File: src/rtl/riscv_mem_pkg.sv
// -----------------------------------------------------------------------------
// riscv_mem_pkg
// Shared definitions for the RV32I memory-access stage:
//   - funct3 width codes for loads and stores
//   - memory-stage FSM state type {IDLE, REQ, WAIT}
//   - is_misaligned(): natural-alignment check used by the optional
//     misaligned-access trap (MISALIGN_TRAP_EN)
// -----------------------------------------------------------------------------
package riscv_mem_pkg;

    localparam logic [2:0] F3_LB  = 3'b000;
    localparam logic [2:0] F3_LH  = 3'b001;
    localparam logic [2:0] F3_LW  = 3'b010;
    localparam logic [2:0] F3_LBU = 3'b100;
    localparam logic [2:0] F3_LHU = 3'b101;
    localparam logic [2:0] F3_SB  = 3'b000;
    localparam logic [2:0] F3_SH  = 3'b001;
    localparam logic [2:0] F3_SW  = 3'b010;

    typedef enum logic [1:0] {
        IDLE = 2'd0,
        REQ  = 2'd1,
        WAIT = 2'd2
    } mem_state_e;

    // Halfword accesses need addr[0]==0, word accesses need addr[1:0]==0.
    // funct3[1:0] carries the access size for both loads and stores, so the
    // unsigned load variants (LBU/LHU) fall out of the same decode.
    function automatic logic is_misaligned(input logic [2:0] funct3,
                                           input logic [1:0] addr_lo);
        logic mis;
        mis = 1'b0;
        case (funct3[1:0])
            2'b01:   mis = addr_lo[0];
            2'b10:   mis = (addr_lo != 2'b00);
            default: mis = 1'b0;
        endcase
        return mis;
    endfunction

endpackage

File: src/rtl/mem_access_stage_store_align.sv
// -----------------------------------------------------------------------------
// store_align
// Combinational byte-lane alignment for stores.
// Ports:
//   addr_lo  in   2     low effective-address bits
//   funct3   in   3     store width code (SB/SH/SW)
//   data     in   XLEN  rs2 value
//   mask     out  4     byte-enable mask for the cache
//   din      out  XLEN  store data replicated onto every matching lane
// -----------------------------------------------------------------------------
module store_align
    import riscv_mem_pkg::*;
#(
    parameter int XLEN = 32
) (
    input  logic [1:0]      addr_lo,
    input  logic [2:0]      funct3,
    input  logic [XLEN-1:0] data,
    output logic [3:0]      mask,
    output logic [XLEN-1:0] din
);

    // Data is replicated across all lanes so the mask alone selects the
    // destination bytes; no barrel shift of the data is needed.
    always_comb begin
        mask = 4'b0000;
        din  = data;
        case (funct3)
            F3_SB: begin
                mask = 4'b0001 << addr_lo;
                din  = {4{data[7:0]}};
            end
            F3_SH: begin
                mask = 4'b0011 << {addr_lo[1], 1'b0};
                din  = {2{data[15:0]}};
            end
            F3_SW: begin
                mask = 4'b1111;
                din  = data;
            end
            default: begin
                // Undefined store width: no byte lanes enabled.
                mask = 4'b0000;
                din  = data;
            end
        endcase
    end

endmodule

File: src/rtl/mem_access_stage.sv
// -----------------------------------------------------------------------------
// mem_access_stage
// Memory stage of the 5-stage RV32I pipeline. Accepts one instruction per
// handshake from execute, issues loads/stores to the data cache over a
// ready/valid interface, stalls upstream while a cache access is pending, and
// presents a registered bundle to writeback.
//
// Optional build macro: MISALIGN_TRAP_EN
//   defined   - misaligned LH/LHU/SH/LW/SW issue no cache request; they retire
//               like non-memory ops with wb_misaligned=1, wb_reg_we=0.
//   undefined - wb_misaligned is tied 0; low address bits are truncated.
//
// Ports:
//   clk, reset_n                 clock, async active-low reset
//   in_valid / in_ready          execute handshake (in_ready only in IDLE)
//   in_pc, in_alu_result         pc and ALU result (effective address)
//   in_store_data                rs2 value for stores
//   in_funct3                    load/store width code
//   in_is_load, in_is_store      memory-op class
//   in_reg_we, in_do_jump, in_rd pass-through controls
//   dcache_re, dcache_we         load request / store byte mask
//   dcache_addr, dcache_din      word address / lane-aligned store data
//   dcache_ready                 cache accepts the request this cycle
//   dcache_valid, dcache_dout    load response
//   wb_valid                     one-cycle pulse: bundle below is valid
//   wb_pc, wb_alu_result,
//   wb_dcache_dout, wb_funct3,
//   wb_reg_we, wb_mem_rr,
//   wb_do_jump, wb_rd            registered writeback bundle
//   wb_misaligned                misaligned-access flag
// -----------------------------------------------------------------------------
module mem_access_stage
    import riscv_mem_pkg::*;
#(
    parameter int XLEN = 32,
    parameter int RD_W = 5
) (
    input  logic            clk,
    input  logic            reset_n,

    input  logic            in_valid,
    output logic            in_ready,
    input  logic [XLEN-1:0] in_pc,
    input  logic [XLEN-1:0] in_alu_result,
    input  logic [XLEN-1:0] in_store_data,
    input  logic [2:0]      in_funct3,
    input  logic            in_is_load,
    input  logic            in_is_store,
    input  logic            in_reg_we,
    input  logic            in_do_jump,
    input  logic [RD_W-1:0] in_rd,

    output logic            dcache_re,
    output logic [3:0]      dcache_we,
    output logic [XLEN-1:0] dcache_addr,
    output logic [XLEN-1:0] dcache_din,
    input  logic            dcache_ready,
    input  logic            dcache_valid,
    input  logic [XLEN-1:0] dcache_dout,

    output logic            wb_valid,
    output logic [XLEN-1:0] wb_pc,
    output logic [XLEN-1:0] wb_alu_result,
    output logic [XLEN-1:0] wb_dcache_dout,
    output logic [2:0]      wb_funct3,
    output logic            wb_reg_we,
    output logic            wb_mem_rr,
    output logic            wb_do_jump,
    output logic [RD_W-1:0] wb_rd,
    output logic            wb_misaligned
);

    mem_state_e state;

    // Memory op latched at acceptance; drives the cache request in REQ and
    // supplies the writeback bundle when the access completes.
    logic [XLEN-1:0] op_pc;
    logic [XLEN-1:0] op_addr;
    logic [XLEN-1:0] op_data;
    logic [2:0]      op_funct3;
    logic            op_is_load;
    logic            op_reg_we;
    logic            op_do_jump;
    logic [RD_W-1:0] op_rd;

    logic            accept;
    logic            is_mem;
    logic            trap;
    logic            pass;
    logic            start_mem;
    logic            req_active;
    logic            store_done;
    logic            load_done;
    logic [3:0]      align_mask;
    logic [XLEN-1:0] align_din;

    assign in_ready = (state == IDLE);
    assign accept   = in_ready & in_valid;
    assign is_mem   = in_is_load | in_is_store;

`ifdef MISALIGN_TRAP_EN
    assign trap = is_mem & is_misaligned(in_funct3, in_alu_result[1:0]);
`else
    assign trap = 1'b0;
`endif

    // A trapped memory op retires exactly like a non-memory op.
    assign pass       = accept & (~is_mem | trap);
    assign start_mem  = accept & is_mem & ~trap;
    assign req_active = (state == REQ);
    assign store_done = req_active & dcache_ready & ~op_is_load;
    assign load_done  = (state == WAIT) & dcache_valid;

    store_align #(
        .XLEN (XLEN)
    ) u_store_align (
        .addr_lo (op_addr[1:0]),
        .funct3  (op_funct3),
        .data    (op_data),
        .mask    (align_mask),
        .din     (align_din)
    );

    // Request outputs are decoded from the latched op and the state only, so
    // they stay stable for as long as the cache withholds dcache_ready and
    // drop at once when the async reset forces IDLE.
    assign dcache_re   = req_active & op_is_load;
    assign dcache_we   = (req_active & ~op_is_load) ? align_mask : 4'b0000;
    assign dcache_addr = req_active ? {op_addr[XLEN-1:2], 2'b00} : '0;
    assign dcache_din  = (req_active & ~op_is_load) ? align_din : '0;

    // ---- FSM ----
    always_ff @(posedge clk or negedge reset_n) begin
        if (!reset_n) begin
            state <= IDLE;
        end else begin
            unique case (state)
                IDLE: begin
                    if (start_mem) begin
                        state <= REQ;
                    end
                end
                REQ: begin
                    if (dcache_ready) begin
                        if (op_is_load) begin
                            state <= WAIT;
                        end else begin
                            state <= IDLE;
                        end
                    end
                end
                WAIT: begin
                    if (dcache_valid) begin
                        state <= IDLE;
                    end
                end
                default: state <= IDLE;
            endcase
        end
    end

    // ---- Latched memory op ----
    always_ff @(posedge clk or negedge reset_n) begin
        if (!reset_n) begin
            op_pc      <= '0;
            op_addr    <= '0;
            op_data    <= '0;
            op_funct3  <= '0;
            op_is_load <= 1'b0;
            op_reg_we  <= 1'b0;
            op_do_jump <= 1'b0;
            op_rd      <= '0;
        end else if (start_mem) begin
            op_pc      <= in_pc;
            op_addr    <= in_alu_result;
            op_data    <= in_store_data;
            op_funct3  <= in_funct3;
            op_is_load <= in_is_load;
            op_reg_we  <= in_reg_we;
            op_do_jump <= in_do_jump;
            op_rd      <= in_rd;
        end
    end

    // ---- Writeback bundle ----
    always_ff @(posedge clk or negedge reset_n) begin
        if (!reset_n) begin
            wb_valid       <= 1'b0;
            wb_pc          <= '0;
            wb_alu_result  <= '0;
            wb_dcache_dout <= '0;
            wb_funct3      <= '0;
            wb_reg_we      <= 1'b0;
            wb_mem_rr      <= 1'b0;
            wb_do_jump     <= 1'b0;
            wb_rd          <= '0;
        end else begin
            wb_valid <= pass | store_done | load_done;
            if (pass) begin
                wb_pc         <= in_pc;
                wb_alu_result <= in_alu_result;
                wb_funct3     <= in_funct3;
                wb_reg_we     <= in_reg_we & ~trap;
                wb_mem_rr     <= 1'b0;
                wb_do_jump    <= in_do_jump;
                wb_rd         <= in_rd;
            end else if (store_done | load_done) begin
                wb_pc         <= op_pc;
                wb_alu_result <= op_addr;
                wb_funct3     <= op_funct3;
                wb_reg_we     <= op_reg_we;
                wb_mem_rr     <= load_done;
                wb_do_jump    <= op_do_jump;
                wb_rd         <= op_rd;
            end
            // Raw word only; writeback does byte select and sign extension.
            if (load_done) begin
                wb_dcache_dout <= dcache_dout;
            end
        end
    end

`ifdef MISALIGN_TRAP_EN
    logic misaligned_q;

    always_ff @(posedge clk or negedge reset_n) begin
        if (!reset_n) begin
            misaligned_q <= 1'b0;
        end else if (pass | store_done | load_done) begin
            misaligned_q <= pass & trap;
        end
    end

    assign wb_misaligned = misaligned_q;
`else
    assign wb_misaligned = 1'b0;
`endif

endmodule

File: config.mk
export PLATFORM = sky130hd
export DESIGN_NAME = mem_access_stage
export DESIGN_NICKNAME = d
export VERILOG_FILES = /design/src/rtl/riscv_mem_pkg.sv /design/src/rtl/mem_access_stage_store_align.sv /design/src/rtl/mem_access_stage.sv
export SDC_FILE = /design/constraint.sdc
export NUM_CORES = 1
export LEC_CHECK = 0
export CAP_MARGIN = 0
export CORE_ASPECT_RATIO = 0.9
export CORE_MARGIN = 3
export CORE_UTILIZATION = 46
export CTS_CLUSTER_SIZE = 20
export DETAILED_ROUTE_END_ITERATION = 10
export PLACE_DENSITY = 0.83
export SLEW_MARGIN = 0
export SYNTH_ARGS = -nofsm -noshare
export SYNTH_HDL_FRONTEND = slang
export SYNTH_SLANG_ARGS = --single-unit
File: constraint.sdc
create_clock -name clk -period 2.3 [get_ports clk]
set_input_delay 0.46 -clock clk [delete_from_list [all_inputs] [get_ports clk]]
set_output_delay 0.46 -clock clk [all_outputs]
set_load 0.03 [all_outputs]
==> results.md <==
* Antenna-violating nets left at 0
* R2R Path Start: state[1]
* Register area share after synthesis at 0.550
* Max-cap viol count at 0
* Vias at 9,204
* Starting Density at 0.471
* GRT Total Usage at 0.264
* CP arrival at 1.96 ns
* Status: finished, violations left
* First drt pass iteration count at 5
* Pwr Density at 1540 nW/um2
* Place WS at 0.000694 ns
* GRT overflow at 0
* Worst Slack Setup Final at -0.125 ns
* Die area at 23,300 um2
* Number of synthesized flops with an enable pin at 0
* Num Clock Sinks at 217
* Synthesis warning total at 0
* Switch Pwr at 9.36 mW
* Fin crit period at 2.42 ns
* Final #Nets at 1,407
* TritonCTS clock tree: yes
* TritonCTS Buffers at 23
* CTS clk-pin slew, worst paths at 0.06 ns
* IO Port Bufs at 320
* Die height at 145 um
* First-pass GRT wire length at 50,500 um
* Worst-path fanout max at 24
* Failing checks: setup timing
* Post-layout util at 0.695
* P_int at 13.1 mW
* Final WL at 33,100 um
* Sw frac at 0.417
* Gpl congestion at 0.874
* Initial DRC Count at 831
* # setup viols final at 27
* Synth area leader: dfrtp_1
* Synth top area share at 0.550
* Async set or reset register ratio after synthesis at 1.00
* Unrepaired setup endpoints after global routing: true
* Setup TNS at -1.30 ns
* Number of synthesized register bits at 217
* Fraction of final layout cells sized beyond drive strength 1 at 0.235
* I/O pin total at 324
* Combinational power share at 0.505
* WL/cell at 21.2 um
* Core area at 21,000 um2
* Min-Delay Path Class: input pin to flop
* Clock skew at 0.00864 ns
* Static leakage at 6.18 nW
* Clock share of power at 0.176
* Max-slew violation count at 0
* Vias in the first global route at 9,090
* Hold Crit Start: dcache_dout[28]
* Largest net degree at the start of global routing at 75
* Worst VDD drop at 902 uV
* FILL cells at 1,475
* Post-DP HPWL at 20,700 um
* Chip width at 160 um
* Crit. End Element: output port
* Remaining DRCs at 0
* Number of antenna diodes at 0
* Row Count at 50
* Sequential power share at 0.320
* Critical Path Start: op_is_load
* Vias per std cell at 5.88
* Period utilisation layout at 1.05
* Max Clock Freq at 0.412 GHz
* Worst setup SP type: flop
* Htree depth at 1
* Worst-skew pair later-pin latency at 0.51 ns
* Slew @ Worst Pin at 0.917 ns
* Post-Synthesis Cells at 960
* Syn Area/Cell at 10.3 um2
* Crit path kind: flop to output port
* Area delta synth->final at 47.5%
* Synth unique cells at 37
* Dominant synthesized flop cell: dfrtp_1
* Final Hold Fails at 0
* Clk root buf: clkbuf_16
* Worst Path Required at 1.84 ns
* Slew HR at 0.388
* Synthesized area at 9880 um2
* Top cells by area, synth: dfrtp_1 55%, mux2_2 11%, a31oi_1 4.7%, nand2_1 4.6%, o21ai_0 4.3%
* Clock buffer depth at 3
* Initial antenna violation count at 0
## through the flow
step / std cells / power, mW / hold WS [ns] / area [um2]
after global routing: 1565 / 23.5 / 0.463 / 14600
after detailed placement: 1508 / 17.6 / 0.461 / 13300
final: 1565 / 22.5 / 0.472 / 14600
after global placement: 1508 / 17.3 / 0.457 / 13300
after CTS: 1561 / 21.9 / 0.449 / 14300
after floorplan: 962 / 13.1 / 0.164 / 9880
## timing repair
item / in CTS / in global routing
hold buffers: 1 / 0
setup buffers: 9 / 3
gates resized for setup: 28 / 62
pin swaps: 2 / 13
setup endpoints to repair: 68 / 37
cloned: 1 / 1
hold endpoints to repair: 60 / 0
## flip-flops by register name (all words and copies together) (netlist names), 3 cells and up
| signal | count |
|---|---|
| op_addr | 32 |
| op_data | 32 |
| op_pc | 32 |
| wb_alu_result | 32 |
| wb_dcache_dout | 32 |
| wb_pc | 32 |
| op_rd | 5 |
| wb_rd | 5 |
| op_funct3 | 3 |
| wb_funct3 | 3 |
## layout make-up
| type | count | area, um2 | share of cell area |
|---|---|---|---|
| clock buffers | 32 | 669 | 0.0460 |
| multi-input cells | 647 | 4200 | 0.288 |
| well taps | 286 | 358 | 0.0246 |
| repair buffers | 370 | 3750 | 0.258 |
| flip-flops and latches | 217 | 5440 | 0.373 |
| inverters | 3 | 11.3 | 0.000773 |
| clock inverters | 10 | 140 | 0.00962 |
## cells in the final DEF (no fill, tap or decap), types with 9 or more instances in the layout
master,Yosys,layout
dfrtp_1,217,214
buf_12,0,15
clkdlybuf4s50_1,0,251
nor2_1,12,10
clkbuf_16,0,24
and2_1,40,38
a21oi_1,20,9
a31oi_1,74,74
nand3_1,76,76
nor3_1,75,74
o21ai_0,85,82
nand2_1,122,115
buf_6,9,36
mux2_2,99,99
buf_4,4,62
## critical path, cell delays in order (launching register included)
cell,delay [ns]
dfrtp_1,0.37
or3b_4,0.43
buf_6,0.21
a211oi_2,0.22
buf_4,0.22
## path summary, 6_finish.rpt
path | to | slack (ns) | cells past startpoint
max | dcache_din[27] | -0.12 | 4
min | wb_dcache_dout[28] | 0.47 | 3
max reg2reg | wb_pc[3] | 0.33 | 5
min reg2reg | wb_dcache_dout[9] | 0.47 | 2
max in group asynchronous | op_addr[11] | 1.12 | 3
min in group asynchronous | op_data[29] | 0.49 | 2
## power groups by stage
stage                     registers, mW  logic, mW  clock network (mW)
after floorplan                    8.66       4.48                   0
after global placement             7.05       10.2                   0
after detailed placement           7.12       10.4                   0
after CTS                          7.10       10.8                3.99
after global routing               7.39       12.0                4.15
final                              7.18       11.3                3.94
## layer usage
layer	up-vias	part of all wire	global-route usage
li1	3988	-	-
met2	555	0.48	0.422
met1	4575	0.39	0.361
met5	-	0	0
met3	86	0.090	0.0500
met4	0	0.043	0.0924
## kinds of logic after synthesis
kind of cell	Yosys count	share of synthesized area
and+or+nand+nor	339	0.164
muxes	113	0.128
other	1	0.000380
AOI/OAI and AO/OA	192	0.110
buffers and inverters	98	0.0473
DFF	217	0.550
## cells in the mapped netlist, types with 8 or more instances
library cell  instances
buf_2                13
a31oi_1              74
dfrtp_1             217
clkbuf_1             63
buf_6                 9
nor3_1               75
and2_1               40
a21oi_1              20
a211oi_1              8
mux2i_1               8
nand3_1              76
mux2_2               99
nand2_1             122
o21ai_0              85
nor2_1               12
No activity file was read; power rests on OpenSTA's default activity.
==> variant: new RTL, config.mk and constraints unchanged <==
Add a define of `MISALIGN_TRAP_EN`.
--- a/src/rtl/mem_access_stage.sv
+++ b/src/rtl/mem_access_stage.sv
@@ -30,4 +30,6 @@
 //   wb_misaligned                misaligned-access flag
 // -----------------------------------------------------------------------------
+`define MISALIGN_TRAP_EN
+
 module mem_access_stage
     import riscv_mem_pkg::*;
Formal check against the unedited RTL: not equivalent (a bounded check fails within 4 cycles, from zero or initial values and one cycle with reset_n low).
==> variant against the unedited design <==
Non-clock buffer count decreased by 1. Critical endpoint is now dcache_din[14]. Sequential cell count up 1. Setup slack better by 120 ps. Power down 3.0%. Final area down 3.1%. Area after synthesis is 5.1% lower. Utilization increased by 2.6 points. Wire length shrank 14%. The flow still finishes with violations (negative setup slack).
==> variant: results (changes against the unedited design) <==
* Setup-failing EPs final at 1 (-96%)
* R2r worst-path depth at 5 (unchanged)
* Seq/Total Area, Yosys at 0.582 (+0.0323)
* Initial DRT Pass Iterations at 5 (unchanged)
* Slowest-stage cell, CP: dfrtp_1
* Largest net degree at the start of global routing at 76 (+1.3%)
* Internal Power at 0.0130 W (-0.48%)
* Clock Latency Late Sink at 500 ps
* Initial antenna violation count at 0 (unchanged)
* Synth Warn # at 0 (unchanged)
* Violated checks: negative setup slack
* Crit Reg-Reg Startpoint: state[1]
* Final WL at 28,500 um (-14%)
* R2R setup slack at 120 ps (-210 ps)
* CP Launch Point: op_funct3[1]
* Worst Hold Class: flop to flop
* Worst path max stage delay at 420 ps
* Cells after DPL at 1,352 (-10%)
* Cell count after synthesis at 796 (-17%)
* Routed len/inst at 20.3 um (-4.0%)
* Top Family by Delay on Critical Path: simple AND/OR/NAND/NOR gates
* Worst setup margin at -4.25 ps (+120 ps)
* I/O Buffers at 321 (+0.31%)
* Fin nets at 1,283 (-8.8%)
* Total GRT Usage at 0.244 (-0.0193)
* Clock transition at path regs at 60 ps (about the same)
* Distinct cells, synth at 34 (-8.1%)
* Dpl hpwl at 19,600 um (-5.6%)
* Setup TNS at -4.25 ps (+1300 ps)
* Max-slew headroom at 0.591 (+0.202)
* Async SR Flop Fraction at 1.00 (unchanged)
* CTS Root Cell: clkbuf_16
* Initial DRC count at 459 (-45%)
* DP Area at 0.0129 mm2 (-2.6%)
* CP max FO at 8 (-67%)
* Vias at 7,581 (-18%)
* Top cells by count, synth: 218 x dfrtp_1, 117 x mux2_2, 95 x a21oi_1
* Vias in the first global route at 8,065 (-11%)
* Clock skew at 15.4 ps (+6.76 ps)
* First-pass GRT wire length at 43,100 um (-15%)
* Layout cells sized above 1 at 0.284 (+0.0495)
* Pleak at 6.40 nW (+3.6%)
* Outcome: finished with violations
* Reg2reg end: op_data[20]
* CTS Buf Count at 23 (unchanged)
* Critical path capture point type: primary output
* CP Capture Point: dcache_din[14]
* Longest Clk Path Bufs at 3 (unchanged)
* N_diodes at 0 (unchanged)
* H-tree depth at 1 (unchanged)
* Gpl congestion at 0.928 (+6.2%)
* Max IR drop VDD at 1140 uV (+26%)
* Synth area leaders: dfrtp_1 58%, mux2_2 14%, a21oi_1 5.1%, o22ai_1 4.9%, inv_1 3.2%
variant: cell count changes in the layout (fill, tap and decap cells not counted), moves of 22 or more:
cell	change
nand2_1	-87
buf_4	+22
o22ai_1	+73
nor3_1	-72
a21oi_1	+71
nand3_1	-76
o21ai_0	-77
a31oi_1	-74
inv_1	+77
variant: what timing repair did:
action                                 CTS  global route
hold buffers                             1             0
endpoints found under the hold margin   68             0
gates resized for setup                 25            50
setup endpoints to repair               63            62
buffers inserted                         3             3
pin swaps                                1             2
gates cloned                             0             2
variant: worst min-delay path by stage:
| stage | depth (start not counted) | end | start | slack, ps |
|---|---|---|---|---|
| 3_3_place_gp | 1 | wb_pc[18] | reset_n | 480 |
| 5_1_grt | 1 | wb_dcache_dout[27] | wb_dcache_dout[27] | 510 |
| 3_5_place_dp | 1 | wb_pc[18] | reset_n | 490 |
| 2_1_floorplan | 0 | op_addr[0] | reset_n | 160 |
| 6_report | 1 | wb_dcache_dout[27] | wb_dcache_dout[27] | 500 |
| 4_1_cts | 1 | op_reg_we | op_reg_we | 500 |
variant: cells by family after synthesis:
| family | Yosys count | share of synthesized area |
|---|---|---|
| adder cells (fa/ha/maj) | 2 | 0.00267 |
| other | 1 | 0.000400 |
| flip-flops | 218 | 0.582 |
| multiplexers | 147 | 0.183 |
| AND/OR/NAND/NOR | 96 | 0.0522 |
| AO/OA/AOI/OAI | 197 | 0.120 |
| buffers and inverters | 135 | 0.0595 |
variant: power groups by stage:
| stage | clock network [W] | registers [W] | logic, W |
|---|---|---|---|
| 2_1_floorplan | 0 | 0.00861 | 0.00420 |
| 3_3_place_gp | 0 | 0.00697 | 0.00991 |
| 3_5_place_dp | 0 | 0.00706 | 0.0101 |
| 4_1_cts | 0.00405 | 0.00703 | 0.0104 |
| 5_1_grt | 0.00420 | 0.00729 | 0.0114 |
| 6_report | 0.00396 | 0.00709 | 0.0107 |
variant: layout make-up:
class	count	area, um2
fill	1342	5470
sequential	218	5460
timing repair buffer	369	3660
multi-input combinational	444	3550
clock buffer	32	669
tap	250	313
inverter	80	300
clock inverter	8	146
variant: layer usage:
layer,wire [um],track usage,vias to the layer above
li1,-,-,3430
met1,10700,0.287,3747
met2,14300,0.427,349
met3,2650,0.0775,55
met4,868,0.0755,0
met5,0,0,-
variant: per-stage QoR:
step                      utilization  worst slack [ps]  power [W]
after global placement          0.661              -270     0.0169
final                           0.721             -4.25     0.0218
after detailed placement        0.661              -313     0.0172
after global routing            0.721             -80.2     0.0229
after CTS                       0.709             -40.8     0.0215
after floorplan                     -             -71.0     0.0128
